[src/rtl/con_pkg.sv]
// con_pkg: shared diagnostic function codes, NICOND dispatch codes and diag_data field offsets.
// Ports: none (package).
package con_pkg;

   typedef enum logic [2:0] {
      DF_CLR_RUN     = 3'b000,
      DF_SET_RUN     = 3'b001,
      DF_CONTINUE    = 3'b010,
      DF_IR_STROBE   = 3'b100,
      DF_DRAM_STROBE = 3'b101,
      DF_HALTCNT     = 3'b111
   } diag_func_e;

   localparam logic [2:0] NC_PI     = 3'b000;
   localparam logic [2:0] NC_HALT   = 3'b001;
   localparam logic [2:0] NC_METER  = 3'b010;
   localparam logic [2:0] NC_INT    = 3'b011;
   localparam logic [2:0] NC_USTATE = 3'b100;
   localparam logic [2:0] NC_NOAC   = 3'b101;
   localparam logic [2:0] NC_NONE   = 3'b111;

   localparam int DD_RUN    = 15;
   localparam int DD_START  = 14;
   localparam int DD_GO     = 13;
   localparam int DD_INT    = 12;
   localparam int DD_TRAP   = 11;
   localparam int DD_NICOND = 8;
   localparam int DD_USTATE = 0;

endpackage

[src/rtl/con_runctl_if.sv]
// con_runctl_if: control/status bundle of the run controller.
// master: drives diag_ctl, diag_func, int_src, int_disable, go_hold, pi_cycle, ac_ref,
//         ustate_en, ustate_mag, diag_rd; observes all status outputs.
// slave:  the reverse (used by con_runctl).
interface con_runctl_if #(
   parameter int NSRC   = 4,
   parameter int NSTATE = 4
);
   logic                  diag_ctl;
   logic [2:0]            diag_func;
   logic [NSRC-1:0]       int_src;
   logic                  int_disable;
   logic                  go_hold;
   logic                  pi_cycle;
   logic                  ac_ref;
   logic                  ustate_en;
   logic [2*NSTATE-1:0]   ustate_mag;
   logic                  diag_rd;
   logic                  RUN;
   logic                  START;
   logic                  INSTR_GO;
   logic                  DIAG_IR_STROBE;
   logic                  DIAG_DRAM_STROBE;
   logic                  INT_REQ;
   logic [2:0]            NICOND;
   logic                  NICOND_TRAP_EN;
   logic [NSTATE-1:0]     UCODE_STATE;
   logic [15:0]           diag_data;

   modport master (
      output diag_ctl, diag_func, int_src, int_disable, go_hold, pi_cycle, ac_ref,
             ustate_en, ustate_mag, diag_rd,
      input  RUN, START, INSTR_GO, DIAG_IR_STROBE, DIAG_DRAM_STROBE, INT_REQ, NICOND,
             NICOND_TRAP_EN, UCODE_STATE, diag_data
   );

   modport slave (
      input  diag_ctl, diag_func, int_src, int_disable, go_hold, pi_cycle, ac_ref,
             ustate_en, ustate_mag, diag_rd,
      output RUN, START, INSTR_GO, DIAG_IR_STROBE, DIAG_DRAM_STROBE, INT_REQ, NICOND,
             NICOND_TRAP_EN, UCODE_STATE, diag_data
   );

endinterface

[src/rtl/con_runctl_sync_chain.sv]
// sync_chain: W parallel delay lines of STAGES registers each, with per-line flush.
// Ports: clk, RESET (async, active high), d_i (line inputs), clr_i (flush whole line,
//        input stage included), q_o (line outputs, STAGES cycles after d_i).
module sync_chain #(
   parameter int STAGES = 3,
   parameter int W      = 2
) (
   input  logic         clk,
   input  logic         RESET,
   input  logic [W-1:0] d_i,
   input  logic [W-1:0] clr_i,
   output logic [W-1:0] q_o
);
   logic [STAGES-1:0][W-1:0] s_q;

   always_ff @(posedge clk or posedge RESET)
      if (RESET) s_q <= '0;
      else begin
         s_q[0] <= d_i & ~clr_i;
         for (int i = 1; i < STAGES; i++) s_q[i] <= s_q[i-1] & ~clr_i;
      end

   assign q_o = s_q[STAGES-1];

endmodule

[src/rtl/con_runctl.sv]
// con_runctl: EBOX run/start/instruction-go control, interrupt summary and NICOND dispatch.
// Ports: clk, RESET (async, active high), bus (con_runctl_if.slave: diagnostic strobes,
//        interrupt sources, microcode state loads in; RUN/START/INSTR_GO, NICOND, status out).
// Option: CON_RUNCTL_HALTCNT_EN adds a saturating halted-cycle counter read via diag_func=111.
module con_runctl
   import con_pkg::*;
#(
   parameter int SYNC_STAGES = 3,
   parameter int NSRC        = 4,
   parameter int NSTATE      = 4
) (
   input  logic         clk,
   input  logic         RESET,
   con_runctl_if.slave  bus
);
   logic              clr_run, set_run, cont;
   logic              run_q, run_d, start_q, start_d, go_q, go_d, trap_q;
   logic              run_o, start_o, int_req;
   logic [1:0]        sync_q;
   logic [NSRC-1:0]   int_q;
   logic [2:0]        nicond_q, nicond_d;
   logic [NSTATE-1:0] ustate_q, ustate_d;
   logic [15:0]       status;

   assign clr_run = bus.diag_ctl && bus.diag_func == DF_CLR_RUN;
   assign set_run = bus.diag_ctl && bus.diag_func == DF_SET_RUN;
   assign cont    = bus.diag_ctl && bus.diag_func == DF_CONTINUE;
   assign bus.DIAG_IR_STROBE   = bus.diag_ctl && bus.diag_func == DF_IR_STROBE;
   assign bus.DIAG_DRAM_STROBE = bus.diag_ctl && bus.diag_func == DF_DRAM_STROBE;

   assign run_d   = clr_run ? 1'b0 : set_run ? 1'b1 : run_q;
   // The start request retires once START has been seen, so START is a single pulse.
   assign start_d = cont | (start_q & ~start_o);
   assign go_d    = cont | (go_q & bus.go_hold);
   assign int_req = |int_q & ~bus.int_disable;

   always_comb
      nicond_d = bus.pi_cycle         ? NC_PI     :
                 !run_o               ? NC_HALT   :
                 int_q[0]             ? NC_METER  :
                 int_req              ? NC_INT    :
                 ustate_q[NSTATE-1]   ? NC_USTATE :
                 !bus.ac_ref          ? NC_NOAC   : NC_NONE;

   // JK behaviour per flag: set forces 1, clr forces 0, both toggle.
   always_comb begin
      ustate_d = ustate_q;
      if (bus.ustate_en)
         for (int i = 0; i < NSTATE; i++)
            ustate_d[i] = (bus.ustate_mag[2*i+1] & ~ustate_q[i]) | (~bus.ustate_mag[2*i] & ustate_q[i]);
   end

   always_ff @(posedge clk or posedge RESET)
      if (RESET) begin
         run_q    <= 1'b0;
         start_q  <= 1'b0;
         go_q     <= 1'b0;
         int_q    <= '0;
         nicond_q <= NC_HALT;
         trap_q   <= 1'b0;
         ustate_q <= '0;
      end else begin
         run_q    <= run_d;
         start_q  <= start_d;
         go_q     <= go_d;
         int_q    <= bus.int_src;
         nicond_q <= nicond_d;
         trap_q   <= nicond_d[0];
         ustate_q <= ustate_d;
      end

   // Firing START flushes the start line so a held latch cannot stretch the pulse.
   sync_chain #(.STAGES(SYNC_STAGES), .W(2)) u_sync (
      .clk   (clk),
      .RESET (RESET),
      .d_i   ({start_q, run_q}),
      .clr_i ({start_o, 1'b0}),
      .q_o   (sync_q)
   );
   assign run_o   = sync_q[0];
   assign start_o = sync_q[1];

   always_comb begin
      status                       = '0;
      status[DD_RUN]               = run_o;
      status[DD_START]             = start_o;
      status[DD_GO]                = go_q;
      status[DD_INT]               = int_req;
      status[DD_TRAP]              = trap_q;
      status[DD_NICOND +: 3]       = nicond_q;
      status[DD_USTATE +: NSTATE]  = ustate_q;
   end

`ifdef CON_RUNCTL_HALTCNT_EN
   logic [15:0] hcnt_q;

   always_ff @(posedge clk or posedge RESET)
      if (RESET) hcnt_q <= '0;
      else if (set_run) hcnt_q <= '0;
      else if (!run_o && hcnt_q != 16'hFFFF) hcnt_q <= hcnt_q + 16'd1;

   assign bus.diag_data = !bus.diag_rd ? '0 : bus.diag_func == DF_HALTCNT ? hcnt_q : status;
`else
   assign bus.diag_data = bus.diag_rd ? status : '0;
`endif

   assign bus.RUN            = run_o;
   assign bus.START          = start_o;
   assign bus.INSTR_GO       = go_q;
   assign bus.INT_REQ        = int_req;
   assign bus.NICOND         = nicond_q;
   assign bus.NICOND_TRAP_EN = trap_q;
   assign bus.UCODE_STATE    = ustate_q;

endmodule

[src/flat_wrapper.sv]
// flat-port wrapper written by rule: the top's interface ports become plain ports
module con_runctl_flat import con_pkg::*;
#(
   parameter int SYNC_STAGES = 3,
   parameter int NSRC        = 4,
   parameter int NSTATE      = 4
)
  (clk, RESET, bus_diag_ctl, bus_diag_func, bus_int_src, bus_int_disable, bus_go_hold, bus_pi_cycle, bus_ac_ref, bus_ustate_en, bus_ustate_mag, bus_diag_rd, bus_RUN, bus_START, bus_INSTR_GO, bus_DIAG_IR_STROBE, bus_DIAG_DRAM_STROBE, bus_INT_REQ, bus_NICOND, bus_NICOND_TRAP_EN, bus_UCODE_STATE, bus_diag_data);
  con_runctl_if #(.NSRC(NSRC), .NSTATE(NSTATE)) bus_i ();
  input  logic clk;
  input  logic RESET;
  input wire logic [$bits(bus_i.diag_ctl)-1:0] bus_diag_ctl;
  input wire logic [$bits(bus_i.diag_func)-1:0] bus_diag_func;
  input wire logic [$bits(bus_i.int_src)-1:0] bus_int_src;
  input wire logic [$bits(bus_i.int_disable)-1:0] bus_int_disable;
  input wire logic [$bits(bus_i.go_hold)-1:0] bus_go_hold;
  input wire logic [$bits(bus_i.pi_cycle)-1:0] bus_pi_cycle;
  input wire logic [$bits(bus_i.ac_ref)-1:0] bus_ac_ref;
  input wire logic [$bits(bus_i.ustate_en)-1:0] bus_ustate_en;
  input wire logic [$bits(bus_i.ustate_mag)-1:0] bus_ustate_mag;
  input wire logic [$bits(bus_i.diag_rd)-1:0] bus_diag_rd;
  output wire logic [$bits(bus_i.RUN)-1:0] bus_RUN;
  output wire logic [$bits(bus_i.START)-1:0] bus_START;
  output wire logic [$bits(bus_i.INSTR_GO)-1:0] bus_INSTR_GO;
  output wire logic [$bits(bus_i.DIAG_IR_STROBE)-1:0] bus_DIAG_IR_STROBE;
  output wire logic [$bits(bus_i.DIAG_DRAM_STROBE)-1:0] bus_DIAG_DRAM_STROBE;
  output wire logic [$bits(bus_i.INT_REQ)-1:0] bus_INT_REQ;
  output wire logic [$bits(bus_i.NICOND)-1:0] bus_NICOND;
  output wire logic [$bits(bus_i.NICOND_TRAP_EN)-1:0] bus_NICOND_TRAP_EN;
  output wire logic [$bits(bus_i.UCODE_STATE)-1:0] bus_UCODE_STATE;
  output wire logic [$bits(bus_i.diag_data)-1:0] bus_diag_data;
  assign bus_i.diag_ctl = bus_diag_ctl;
  assign bus_i.diag_func = bus_diag_func;
  assign bus_i.int_src = bus_int_src;
  assign bus_i.int_disable = bus_int_disable;
  assign bus_i.go_hold = bus_go_hold;
  assign bus_i.pi_cycle = bus_pi_cycle;
  assign bus_i.ac_ref = bus_ac_ref;
  assign bus_i.ustate_en = bus_ustate_en;
  assign bus_i.ustate_mag = bus_ustate_mag;
  assign bus_i.diag_rd = bus_diag_rd;
  assign bus_RUN = bus_i.RUN;
  assign bus_START = bus_i.START;
  assign bus_INSTR_GO = bus_i.INSTR_GO;
  assign bus_DIAG_IR_STROBE = bus_i.DIAG_IR_STROBE;
  assign bus_DIAG_DRAM_STROBE = bus_i.DIAG_DRAM_STROBE;
  assign bus_INT_REQ = bus_i.INT_REQ;
  assign bus_NICOND = bus_i.NICOND;
  assign bus_NICOND_TRAP_EN = bus_i.NICOND_TRAP_EN;
  assign bus_UCODE_STATE = bus_i.UCODE_STATE;
  assign bus_diag_data = bus_i.diag_data;
  con_runctl #(.SYNC_STAGES(SYNC_STAGES), .NSRC(NSRC), .NSTATE(NSTATE)) u_core (.clk(clk), .RESET(RESET), .bus(bus_i));
endmodule
[config.mk]
export PLATFORM = sky130hd
export DESIGN_NAME = con_runctl_flat
export DESIGN_NICKNAME = d
export VERILOG_FILES = /design/src/rtl/con_pkg.sv /design/src/rtl/con_runctl_if.sv /design/src/rtl/con_runctl_sync_chain.sv /design/src/rtl/con_runctl.sv /design/src/flat_wrapper.sv
export SDC_FILE = /design/constraint.sdc
export NUM_CORES = 1
export LEC_CHECK = 0
export CAP_MARGIN = 10
export CORE_MARGIN = 8
export CORE_UTILIZATION = 39
export CTS_CLUSTER_DIAMETER = 80
export DETAILED_ROUTE_END_ITERATION = 7
export HOLD_SLACK_MARGIN = 0.1
export MAX_ROUTING_LAYER = met4
export PLACE_DENSITY = 0.93
export RECOVER_POWER = 50
export SLEW_MARGIN = 20
export SYNTH_ARGS = -nofsm -noshare
export SYNTH_HDL_FRONTEND = slang
export SYNTH_HIERARCHICAL = 1
export SYNTH_SLANG_ARGS = --single-unit
export TNS_END_PERCENT = 20
[constraint.sdc]
create_clock -name clk -period 2.5 [get_ports clk]
set_clock_uncertainty 0.1 [all_clocks]
set_input_delay 0.75 -clock clk [delete_from_list [all_inputs] [get_ports clk]]
set_output_delay 0.75 -clock clk [all_outputs]
set_load 0.02 [all_outputs]
# ---- After elaboration in Yosys (flattened, before gate mapping)
# Cells that the tools add are included.
# Widths: inputs -> output; s select.
dict set report word_totals {
  ff_bits 21
  input_bits 24
  output_inout_bits 30
}
dict set report op_classes {
  eq_ne 4
  mux 9
  bitwise_logic 31
  reduce_logical 8
}
# operator count
set op_table {}
lappend op_table {{$mux 16} 1}
lappend op_table {{$mux 3} 5}
lappend op_table {{$and 1x1->1} 11}
lappend op_table {{$not 1->1} 10}
lappend op_table {{$and 2x2->2} 3}
lappend op_table {{$eq 3x3->1 const B} 2}
lappend op_table {{$or 1x1->1} 6}
lappend op_table {{$logic_and 1x1->1} 5}
lappend op_table {{$reduce_or 4->1} 1}
lappend op_table {{$eq 3x1->1 const B} 1}
lappend op_table {{$eq 3x2->1 const B} 1}
lappend op_table {{$logic_not 3->1} 1}
lappend op_table {{$mux 1} 2}
lappend op_table {{$mux 2} 1}
lappend op_table {{$not 2->2} 1}
lappend op_table {{$reduce_bool 2->1} 1}

# ---- Longest topological paths before layout
# Gate-level depths: netlist of the first run.
dict set report depth {
  word_depth 6
  depth_mapped 3
}

# ---- By module
# The synthesis of the first run kept the hierarchy.
# mod instances cells_each area_per_inst_um2
set by_module_without_submodules {}
lappend by_module_without_submodules {con_runctl 1 63 710.7}
lappend by_module_without_submodules {sync_chain 1 15 206.4}

# ---- Worst setup path before layout of the first run
# Ideal clock, no wire load.
dict set report synth_timing {
  path_type {input to output}
  from {input bus_diag_func[2]}
  to {output bus_DIAG_IR_STROBE}
  arrival_ns 1.463
  t_required_ns 1.650
  path_slack_ns 0.187
  stages 1
  path_buffers 0
  cell_sequence {nor4bb_1}
}
dict set report synth_between {
  elab_chain_cells 2
}
# item line
set synth_rtl {}
lappend synth_rtl {{start: declaration} flat_wrapper.sv:13} ;# input wire logic [$bits(bus_i.diag_func)-1:0] bus_diag_func;
lappend synth_rtl {{$eq 3x3->1} con_runctl.sv:28} ;# assign bus.DIAG_IR_STROBE = bus.diag_ctl && bus.diag_func == DF_IR_STROBE;
lappend synth_rtl {{$logic_and 1x1->1} con_runctl.sv:28}
lappend synth_rtl {{end: declaration} flat_wrapper.sv:25} ;# output wire logic [$bits(bus_i.DIAG_IR_STROBE)-1:0] bus_DIAG_IR_STROBE;
# Every way passes these cells.

# ---- Worst setup path in the final report of the first run
dict set report layout_timing {
  from {input bus_int_disable}
  to {output bus_diag_data[12]}
}
dict set report layout_between {
  elab_chain_cells 3
}
# item line
set layout_rtl {}
lappend layout_rtl {{start: declaration} flat_wrapper.sv:15} ;# input wire logic [$bits(bus_i.int_disable)-1:0] bus_int_disable;
lappend layout_rtl {{$not 1->1} con_runctl.sv:35} ;# assign int_req = |int_q & ~bus.int_disable;
lappend layout_rtl {{$and 1x1->1} con_runctl.sv:35}
lappend layout_rtl {{$mux 16} con_runctl.sv:104} ;# assign bus.diag_data = bus.diag_rd ? status : '0;
lappend layout_rtl {{end: declaration} flat_wrapper.sv:31} ;# output wire logic [$bits(bus_i.diag_data)-1:0] bus_diag_data;
# Every way passes these cells.

==> results of run 1 <==
[layer usage]
layer / global-route usage [%] / share of wire (%) / wire length (um) / vias to the layer above
met4: 4.90 / 0.80 / 21 / 0
li1: - / - / - / 373
met5: - / 0 / 0 / -
met2: 25.7 / 58 / 1530 / 26
met3: 3.61 / 5.7 / 149 / 2
met1: 12.0 / 35 / 914 / 387
[layout by cell type, fill, tap and decap left out, types with 2 or more instances in the layout]
| master | synthesis | routed |
|---|---|---|
| inv_1 | 3 | 3 |
| a21oi_1 | 4 | 4 |
| a31oi_1 | 4 | 4 |
| nand4bb_1 | 2 | 2 |
| nor2b_1 | 6 | 6 |
| or3_1 | 2 | 2 |
| nand2_1 | 2 | 2 |
| buf_2 | 0 | 12 |
| clkdlybuf4s50_1 | 0 | 23 |
| clkbuf_4 | 0 | 4 |
| conb_1 | 1 | 7 |
| and2_1 | 11 | 11 |
| nor3b_1 | 3 | 2 |
| dlygate4sd3_1 | 0 | 6 |
| dlygate4sd2_1 | 0 | 4 |
| buf_4 | 6 | 9 |
| dfrtp_1 | 20 | 20 |
[metrics by stage]
stage	util, %	power [mW]	hold slack (ns)	worst slack (ns)
floorplan	-	0.580	0.339	0.187
global placement	66.2	0.713	0.345	-0.520
detailed placement	66.2	0.730	0.361	-0.584
CTS	64.5	0.868	0.385	-0.0184
global route	64.8	0.906	0.402	0.0256
finish	64.8	0.854	0.376	0.0838
[report_power, final]
part           total (mW)  leakage [nW]  internal (mW)  switching, mW
clock network       0.153        0.0150         0.0620         0.0909
registers           0.440         0.258          0.398         0.0421
logic               0.261         0.408          0.130          0.131
[sequential cells by signal, summed over array words and instances, names as in the netlist]
register / count
u_core/bus.INSTR_GO: 1
u_core/bus.NICOND: 3
u_core/bus.NICOND_TRAP_EN: 1
u_core/bus.UCODE_STATE: 4
u_core/int_q: 4
u_core/run_q: 1
u_core/start_q: 1
u_core/u_sync/q_o: 2
u_core/u_sync/s_q: 4
[synth_stat cells (all sizes together), types with 2 or more instances]
library cell | instances | area (um2)
a21oi | 4 | 20.0
a31oi | 4 | 25.0
and2 | 11 | 68.8
buf | 6 | 45.0
clkbuf | 2 | 7.51
dfrtp | 20 | 500
inv | 3 | 11.3
nand2 | 2 | 7.51
nand4bb | 2 | 22.5
nor2b | 6 | 37.5
nor3b | 3 | 22.5
or3 | 2 | 12.5
[critical path, cell delays in order]
cell and delay (ns):
clkdlybuf4s50_1 0.46, nor3b_2 0.19, buf_4 0.17
[logic make-up (layout without fill, tap and decap cells)]
group / Yosys count / after routing
flip-flops: 21 / 21
multiplexers: 1 / 1
AO/OA/AOI/OAI: 12 / 12
buffers and inverters: 11 / 63
AND/OR/NAND/NOR: 32 / 32
other: 1 / 7
[path summary, 6_finish.rpt]
check / from / end / slack [ns] / cells after the start
min in group asynchronous: RESET / u_core/u_sync/q_o[0]$_DFF_PP0_ / 0.71 / 2
max: bus_int_disable / bus_diag_data[12] / 0.08 / 3
max in group asynchronous: RESET / u_core/int_q[2]$_DFF_PP0_ / 1.04 / 2
min reg2reg: u_core/u_sync/s_q[0]$_DFF_PP0_ / u_core/u_sync/s_q[2]$_DFF_PP0_ / 0.38 / 1
min: u_core/u_sync/s_q[0]$_DFF_PP0_ / u_core/u_sync/s_q[2]$_DFF_PP0_ / 0.38 / 1
max reg2reg: u_core/int_q[0]$_DFF_PP0_ / u_core/bus.NICOND_TRAP_EN$_DFF_PP0_ / 1.14 / 3
[layout make-up]
class,instances,area (um2),share of cell area [%]
flip-flops and latches,21,527,36.8
repair buffers,56,473,33.0
clock buffers,4,26.3,1.83
inverters,3,11.3,0.786
well taps,28,35.0,2.45
multi-input cells,52,360,25.2
[timing repair]
item,4_1_cts,5_1_grt
pin swaps,1,2
gates resized for setup,68,4
setup endpoints to repair,15,4
cloned,0,0
==> impl_metrics.csv, run 1 <==
group,metric,value,unit
route,final_antenna_net_count,0,
logic_synthesis,netlist_area,917,um2
status,outcome,"finished, final reports clean",
logic_synthesis,synth_top_family_by_area,"simple AND/OR/NAND/NOR gates",
route,wl_per_cell,16.0,um
floorplan,rows,17,
clock_network,insertion_delay,0.29,ns
sta,setup_viol,0,
floorplan,initial_core_util,41.5,%
clock_network,cts_tree,"built",
final_layout,drive_gt1_share,22.1,%
logic_synthesis,seq_area_frac_synth,57.4,%
final_layout,fin_nets,161,
global_route,grt_pass1_vias,897,
worst_setup_path,cp.required,1.65,ns
logic_synthesis,ys_seq_elements,21,
power_and_ir_drop,power_leakage,0.681,nW
sta,maxSlewHeadroom,59.7,%
final_layout,fin_area,1430,um2
worst_setup_path,crit_path_end_kind,"output pin",
sta,fmax,414,MHz
clock_network,cts_buffers,3,
route,first_pass_iters,3,
worst_setup_path,critical_path_arrival,1.57,ns
final_layout,fillers,184,
place,placed_area,1470,um2
sta,period_minus_slack,2.42,ns
clock_network,cts.sinks,21,
clock_network,root_buffer,"clkbuf_4",
power_and_ir_drop,ir_drop,0.000347,V
sta,period_share,96.6,%
worst_setup_path,critPathLaunchType,"input port",
sta,slew_viol_final,0,
sta,tightest_slew,0.604,ns
global_route,overflow,0,
clock_network,ctsHtreeMaxLevel,1,
logic_synthesis,synth_compound_gate_area_share,8.59,%
sta,tns,0,ns
final_layout,antenna_cells,0,
place,gp_congestion,0.797,
final_layout,syn2layout_area_growth,56.2,%
route,drt_iter0_markers,3,
power_and_ir_drop,power_density,596,nW/um2
worst_setup_path,critPathKind,"in2out",
logic_synthesis,synthSimpleGateAreaFrac,25.4,%
floorplan,die_width,64.5,um
worst_setup_path,path_max_fanout,3,
floorplan,die_y,64.5,um
sta,hold_viol_final,0,
clock_network,cts_buffer_depth,2,
logic_synthesis,synthAdderAreaFrac,0,%
logic_synthesis,async_reset_ff_share,100,%
logic_synthesis,synth_cells,78,
logic_synthesis,yosys_warnings,6,
hold_path,hold_class,"reg2reg",
floorplan,core-area,2210,um2
global_route,antenna_found_initial,0,
flow_run,cap_violations,0,
global_route,grt_max_degree,16,
logic_synthesis,synth_edf_count,0,
logic_synthesis,synth_xor_area_share,0,%
logic_synthesis,synth_flop_cell,"dfrtp_1",
route,drc,0,
final_layout,fin_cells,164,
logic_synthesis,postSynthAreaPerCell,11.8,um2
route,vias_per_cell,4.80,
clock_network,postCtsSetupRepairBufs,0,
global_route,grt_pass1_wl,4.24,mm
place,dp_cells,160,
floorplan,die_area,4160,um2
clock_network,clk_pin_slew,0.10,ns
clock_network,ctsHoldBuffers,0,
logic_synthesis,synthMuxAreaShare,1.23,%
logic_synthesis,synth_cell_types,25,
route,wirelength,2.62,mm
place,io_buffer_count,49,
sta,rsz0062_at_grt,"false",
floorplan,boundaryPins,54,
route,num_vias,788,
global_route,grt_usage,13.3,%
Note: power is estimated with default switching activity, not from simulation.
==> inputs of run 2 (changes only) <==
==> constraint.sdc (replaced) <==
create_clock -name clk -period 2.5 [get_ports clk]
set_clock_uncertainty 0.1 [all_clocks]
set_input_delay 0.75 -clock clk [delete_from_list [all_inputs] [get_ports clk]]
set_output_delay 0.75 -clock clk [all_outputs]
set_load 0.05 [all_outputs]
==> impl_metrics.csv, run 2 (same netlist as run 1, synthesis figures left out) <==
group,metric,value,unit
status,outcome,"finished, final reports clean",
power_and_ir_drop,ir_drop,0.000454,V
worst_setup_path,critical_path_arrival,1.63,ns
clock_network,cts_buffer_depth,2,
global_route,grt_max_degree,16,
clock_network,cts_tree,"built",
worst_setup_path,cpPeakStageDelay,0.46,ns
route,drc,0,
clock_network,ctsHtreeMaxLevel,1,
worst_setup_path,path_max_fanout,3,
hold_path,min_to,"u_core/u_sync/q_o[1]$_DFF_PP0_",
clock_network,clk_pin_slew,0.11,ns
sta,rsz0062_at_grt,"true",
floorplan,die_area,4160,um2
clock_network,cts_buffers,3,
hold_path,hold_start,"u_core/u_sync/s_q[3]$_DFF_PP0_",
route,drt_iter0_markers,7,
final_layout,area.sequential,527,um2
place,dp_cells,157,
global_route,grt_pass1_vias,899,
worst_setup_path,cp.required,1.65,ns
sta,hold_viol_final,0,
global_route,grt_pass1_wl,4.35,mm
worst_setup_path,crit_slowest_cell,"clkdlybuf4s50_1",
route,wirelength,2.63,mm
worst_setup_path,reg2regPathDepth,2,
worst_setup_path,crit_chain,"clkdlybuf4s50_1 > nor3b_2 > buf_12",
worst_setup_path,critPathLaunchType,"input port",
sta,period_minus_slack,2.48,ns
sta,tightest_slew,0.571,ns
place,io_buffer_count,49,
power_and_ir_drop,power,1.04,mW
clock_network,root_buffer,"clkbuf_4",
sta,hold_slack,0.373,ns
final_layout,fin_cells,161,
clock_network,insertion_delay,0.29,ns
final_layout,final_cell_mix,"20 x clkdlybuf4s50_1, 20 x dfrtp_1, 15 x buf_12",
sta,setup_viol,0,
final_layout,syn2layout_area_growth,82.0,%
worst_setup_path,critPathKind,"in2out",
final_layout,antenna_cells,0,
floorplan,die_y,64.5,um
sta,fmax,402,MHz
route,wl_per_cell,16.4,um
sta,maxSlewHeadroom,61.9,%
global_route,overflow,0,
power_and_ir_drop,power_leakage,0.782,nW
floorplan,initial_core_util,41.5,%
clock_network,postCtsSetupRepairBufs,0,
final_layout,fin_area,1670,um2
place,placed_area,1600,um2
route,final_antenna_net_count,0,
final_layout,fillers,157,
route,first_pass_iters,4,
place,dpl_worst_slack,-0.215,ns
hold_path,hold_class,"reg2reg",
clock_network,cts.sinks,21,
global_route,antenna_found_initial,0,
route,vias_per_cell,4.82,
sta,fin_ws,0.0150,ns
sta,slew_viol_final,0,
final_layout,multiInputGateArea,397,um2
place,dp_hpwl,2.20,mm
global_route,grt_usage,13.6,%
floorplan,core-area,2210,um2
worst_setup_path,reg2reg_to,"u_core/bus.NICOND_TRAP_EN$_DFF_PP0_",
floorplan,rows,17,
floorplan,boundaryPins,54,
hold_path,hold_path_depth,1,
sta,period_share,99.4,%
place,gp_congestion,0.770,
route,num_vias,776,
worst_setup_path,reg2reg_from,"u_core/int_q[0]$_DFF_PP0_",
final_layout,drive_gt1_share,29.3,%
power_and_ir_drop,power_density,625,nW/um2
floorplan,die_width,64.5,um
final_layout,fin_nets,158,
worst_setup_path,rrSetupSlack,1.14,ns
worst_setup_path,crit_path_end_kind,"output pin",
flow_run,cap_violations,0,
## run 2: changes by cell type in the layout (fill, tap and decap cells not counted), sizes merged
cell | before | now
buf | 21 | 19
clkdlybuf4s50 | 23 | 20
dlygate4sd2 | 4 | 5
dlygate4sd3 | 6 | 5
dlymetal6s2s | 1 | 3
## run 2: layout make-up
| class | count | area share, % |
|---|---|---|
| tap | 28 | 2.10 |
| sequential | 21 | 31.6 |
| inverter | 3 | 0.675 |
| clock buffer | 4 | 1.57 |
| multi-input combinational | 52 | 23.8 |
| timing repair buffer | 53 | 40.3 |
## run 2: routing by layer
layer	GRT usage (%)	part of all wire [%]	up-vias
li1	-	-	364
met1	14.1	37	372
met2	23.1	55	36
met3	4.47	6.6	4
met4	5.99	1.4	0
met5	-	0	-
## run 2: metrics by stage
| step | setup TNS [ns] | util [%] |
|---|---|---|
| after floorplan | -0.117 | - |
| after global placement | -0.658 | 72.4 |
| after detailed placement | -1.16 | 72.4 |
| after CTS | 0 | 75.1 |
| after global routing | -0.0569 | 75.5 |
| final | 0 | 75.5 |
## run 2: worst max path at each step
stage                                   start                 end  slack (ns)  depth (start not counted)
6_report                      bus_int_disable   bus_diag_data[12]        0.02                          3
5_1_grt                       bus_int_disable   bus_diag_data[12]       -0.05                          3
4_1_cts        u_core/u_sync/q_o[1]$_DFF_PP0_           bus_START       0.009                          1
3_5_place_dp                 bus_diag_func[2]  bus_DIAG_IR_STROBE       -0.21                          3
3_3_place_gp                 bus_diag_func[2]  bus_DIAG_IR_STROBE       -0.18                          3
2_1_floorplan                bus_diag_func[0]  bus_DIAG_IR_STROBE       -0.12                          1
## run 2: repair_timing
item | CTS | global route
hold buffers | 0 | 0
setup endpoints to repair | 14 | 5
pin swaps | 2 | 0
gates resized for setup | 18 | 3
cloned | 0 | 0
hold endpoints to repair | 0 | 0
## run 2: report_power, final
part | internal (mW) | switching (mW) | total, mW | leakage (nW)
Combinational | 0.196 | 0.251 | 0.446 | 0.508
Clock | 0.0621 | 0.0960 | 0.158 | 0.0150
Sequential | 0.398 | 0.0416 | 0.440 | 0.258
## run 2: critical path: cells and delay by family
family                 cells  cell delay [ns]
buffers and inverters      2             0.63
AND/OR/NAND/NOR            1             0.25
==> inputs of run 3 (changes only) <==
CORE_UTILIZATION = 43   (was 39)
DONT_BUFFER_PORTS = 1   (was not set)
PLACE_DENSITY = 0.68   (was 0.93)
==> impl_metrics.csv, run 3 (same netlist as run 1, synthesis figures left out) <==
group,metric,value,unit
sta,slew_viol_final,0,
worst_setup_path,cp.required,1.65,ns
power_and_ir_drop,ir_drop,0.000420,V
worst_setup_path,critPathLaunchType,"register",
sta,rsz0062_at_grt,"false",
route,vias_per_cell,5.08,
route,wl_per_cell,16.2,um
sta,fmax,434,MHz
place,dp_cells,118,
sta,period_minus_slack,2.31,ns
clock_network,cts_resized,0,
final_layout,fin_cells,122,
place,dp_hpwl,1.61,mm
final_layout,syn2layout_area_growth,15.6,%
floorplan,rows,16,
clock_network,cts_buffers,3,
worst_setup_path,critical_path_arrival,1.46,ns
floorplan,initial_core_util,46.3,%
worst_setup_path,critPathKind,"reg2out",
clock_network,postCtsSetupRepairBufs,0,
sta,setup_viol,0,
clock_network,insertion_delay,0.29,ns
place,io_buffer_count,0,
global_route,grt_usage,10.8,%
global_route,grt_pass1_vias,707,
clock_network,ctsHoldBuffers,0,
sta,hold_viol_final,0,
final_layout,fin_nets,120,
clock_network,cts_buffer_depth,2,
final_layout,drive_gt1_share,21.1,%
worst_setup_path,path_max_fanout,5,
place,gp_congestion,0.658,
route,first_pass_iters,4,
place,placed_area,1040,um2
global_route,overflow,0,
route,drt_iter0_markers,7,
sta,period_share,92.2,%
sta,tns,0,ns
clock_network,root_buffer,"clkbuf_4",
route,final_antenna_net_count,0,
final_layout,layout_commonest_cell,"dfrtp_1",
final_layout,antenna_cells,0,
place,dpl_worst_slack,0.405,ns
sta,fin_ws,0.195,ns
sta,maxSlewHeadroom,49.7,%
power_and_ir_drop,power_density,825,nW/um2
floorplan,die_area,3870,um2
floorplan,boundaryPins,54,
route,wirelength,1.97,mm
route,num_vias,620,
worst_setup_path,crit_path_end_kind,"output pin",
sta,hold_slack,0.146,ns
hold_path,hold_class,"in2async",
global_route,grt_pass1_wl,3.35,mm
sta,tightest_slew,0.755,ns
status,outcome,"finished, final reports clean",
final_layout,fin_area,1060,um2
final_layout,fillers,189,
clock_network,ctsHtreeMaxLevel,1,
floorplan,core-area,1980,um2
final_layout,final_cell_mix,"20 x dfrtp_1, 12 x buf_4, 11 x and2_1",
floorplan,die_y,62.2,um
flow_run,cap_violations,0,
power_and_ir_drop,power_leakage,0.488,nW
clock_network,clk_pin_slew,0.11,ns
global_route,antenna_found_initial,0,
clock_network,cts.sinks,21,
route,drc,0,
floorplan,die_width,62.2,um
global_route,grt_max_degree,16,
clock_network,cts_tree,"built",
run 3: metal layers:
metal | track usage [%] | up-vias | routed length, um
met1 | 11.8 | 296 | 801
met4 | 3.50 | 0 | 14
met3 | 6.09 | 2 | 226
li1 | - | 289 | -
met5 | - | - | 0
met2 | 16.3 | 33 | 930
run 3: final timing paths:
kind,start,endpoint,slack [ns],cells past startpoint
min reg2reg,u_core/u_sync/s_q[3]$_DFF_PP0_,u_core/u_sync/q_o[1]$_DFF_PP0_,0.37,1
max,u_core/int_q[0]$_DFF_PP0_,bus_diag_data[12],0.19,3
max in group asynchronous,RESET,u_core/bus.NICOND[1]$_DFF_PP0_,1.62,1
max reg2reg,u_core/u_sync/q_o[1]$_DFF_PP0_,u_core/start_q$_DFF_PP0_,1.13,2
min in group clk,u_core/u_sync/s_q[3]$_DFF_PP0_,u_core/u_sync/q_o[1]$_DFF_PP0_,0.37,1
min,RESET,u_core/u_sync/q_o[1]$_DFF_PP0_,0.15,1
run 3: stage by stage:
stage               power [mW]  util, %
floorplan                0.690        -
global placement         0.734     52.7
detailed placement       0.741     52.7
CTS                      0.896     54.0
global route             0.928     53.5
finish                   0.874     53.5
run 3: final cells by class:
| cell class | count | area (um2) | share of cell area [%] |
|---|---|---|---|
| Timing Repair Buffer | 15 | 101 | 9.56 |
| Multi-Input combinational cell | 52 | 360 | 34.0 |
| Clock buffer | 4 | 26.3 | 2.48 |
| Tap cell | 27 | 33.8 | 3.19 |
| Sequential cell | 21 | 527 | 49.7 |
| Inverter | 3 | 11.3 | 1.06 |
run 3: where the power goes:
part           internal (mW)  switching, mW  leakage, nW
combinational         0.0682          0.232        0.215
sequential             0.398         0.0222        0.258
clock                 0.0619         0.0916       0.0150
run 3: critical path, cell delays in order, from the launching register on:
cell and delay, ns:
dfrtp_1 0.46, nor4_4 0.43, nor3b_2 0.08, buf_4 0.20
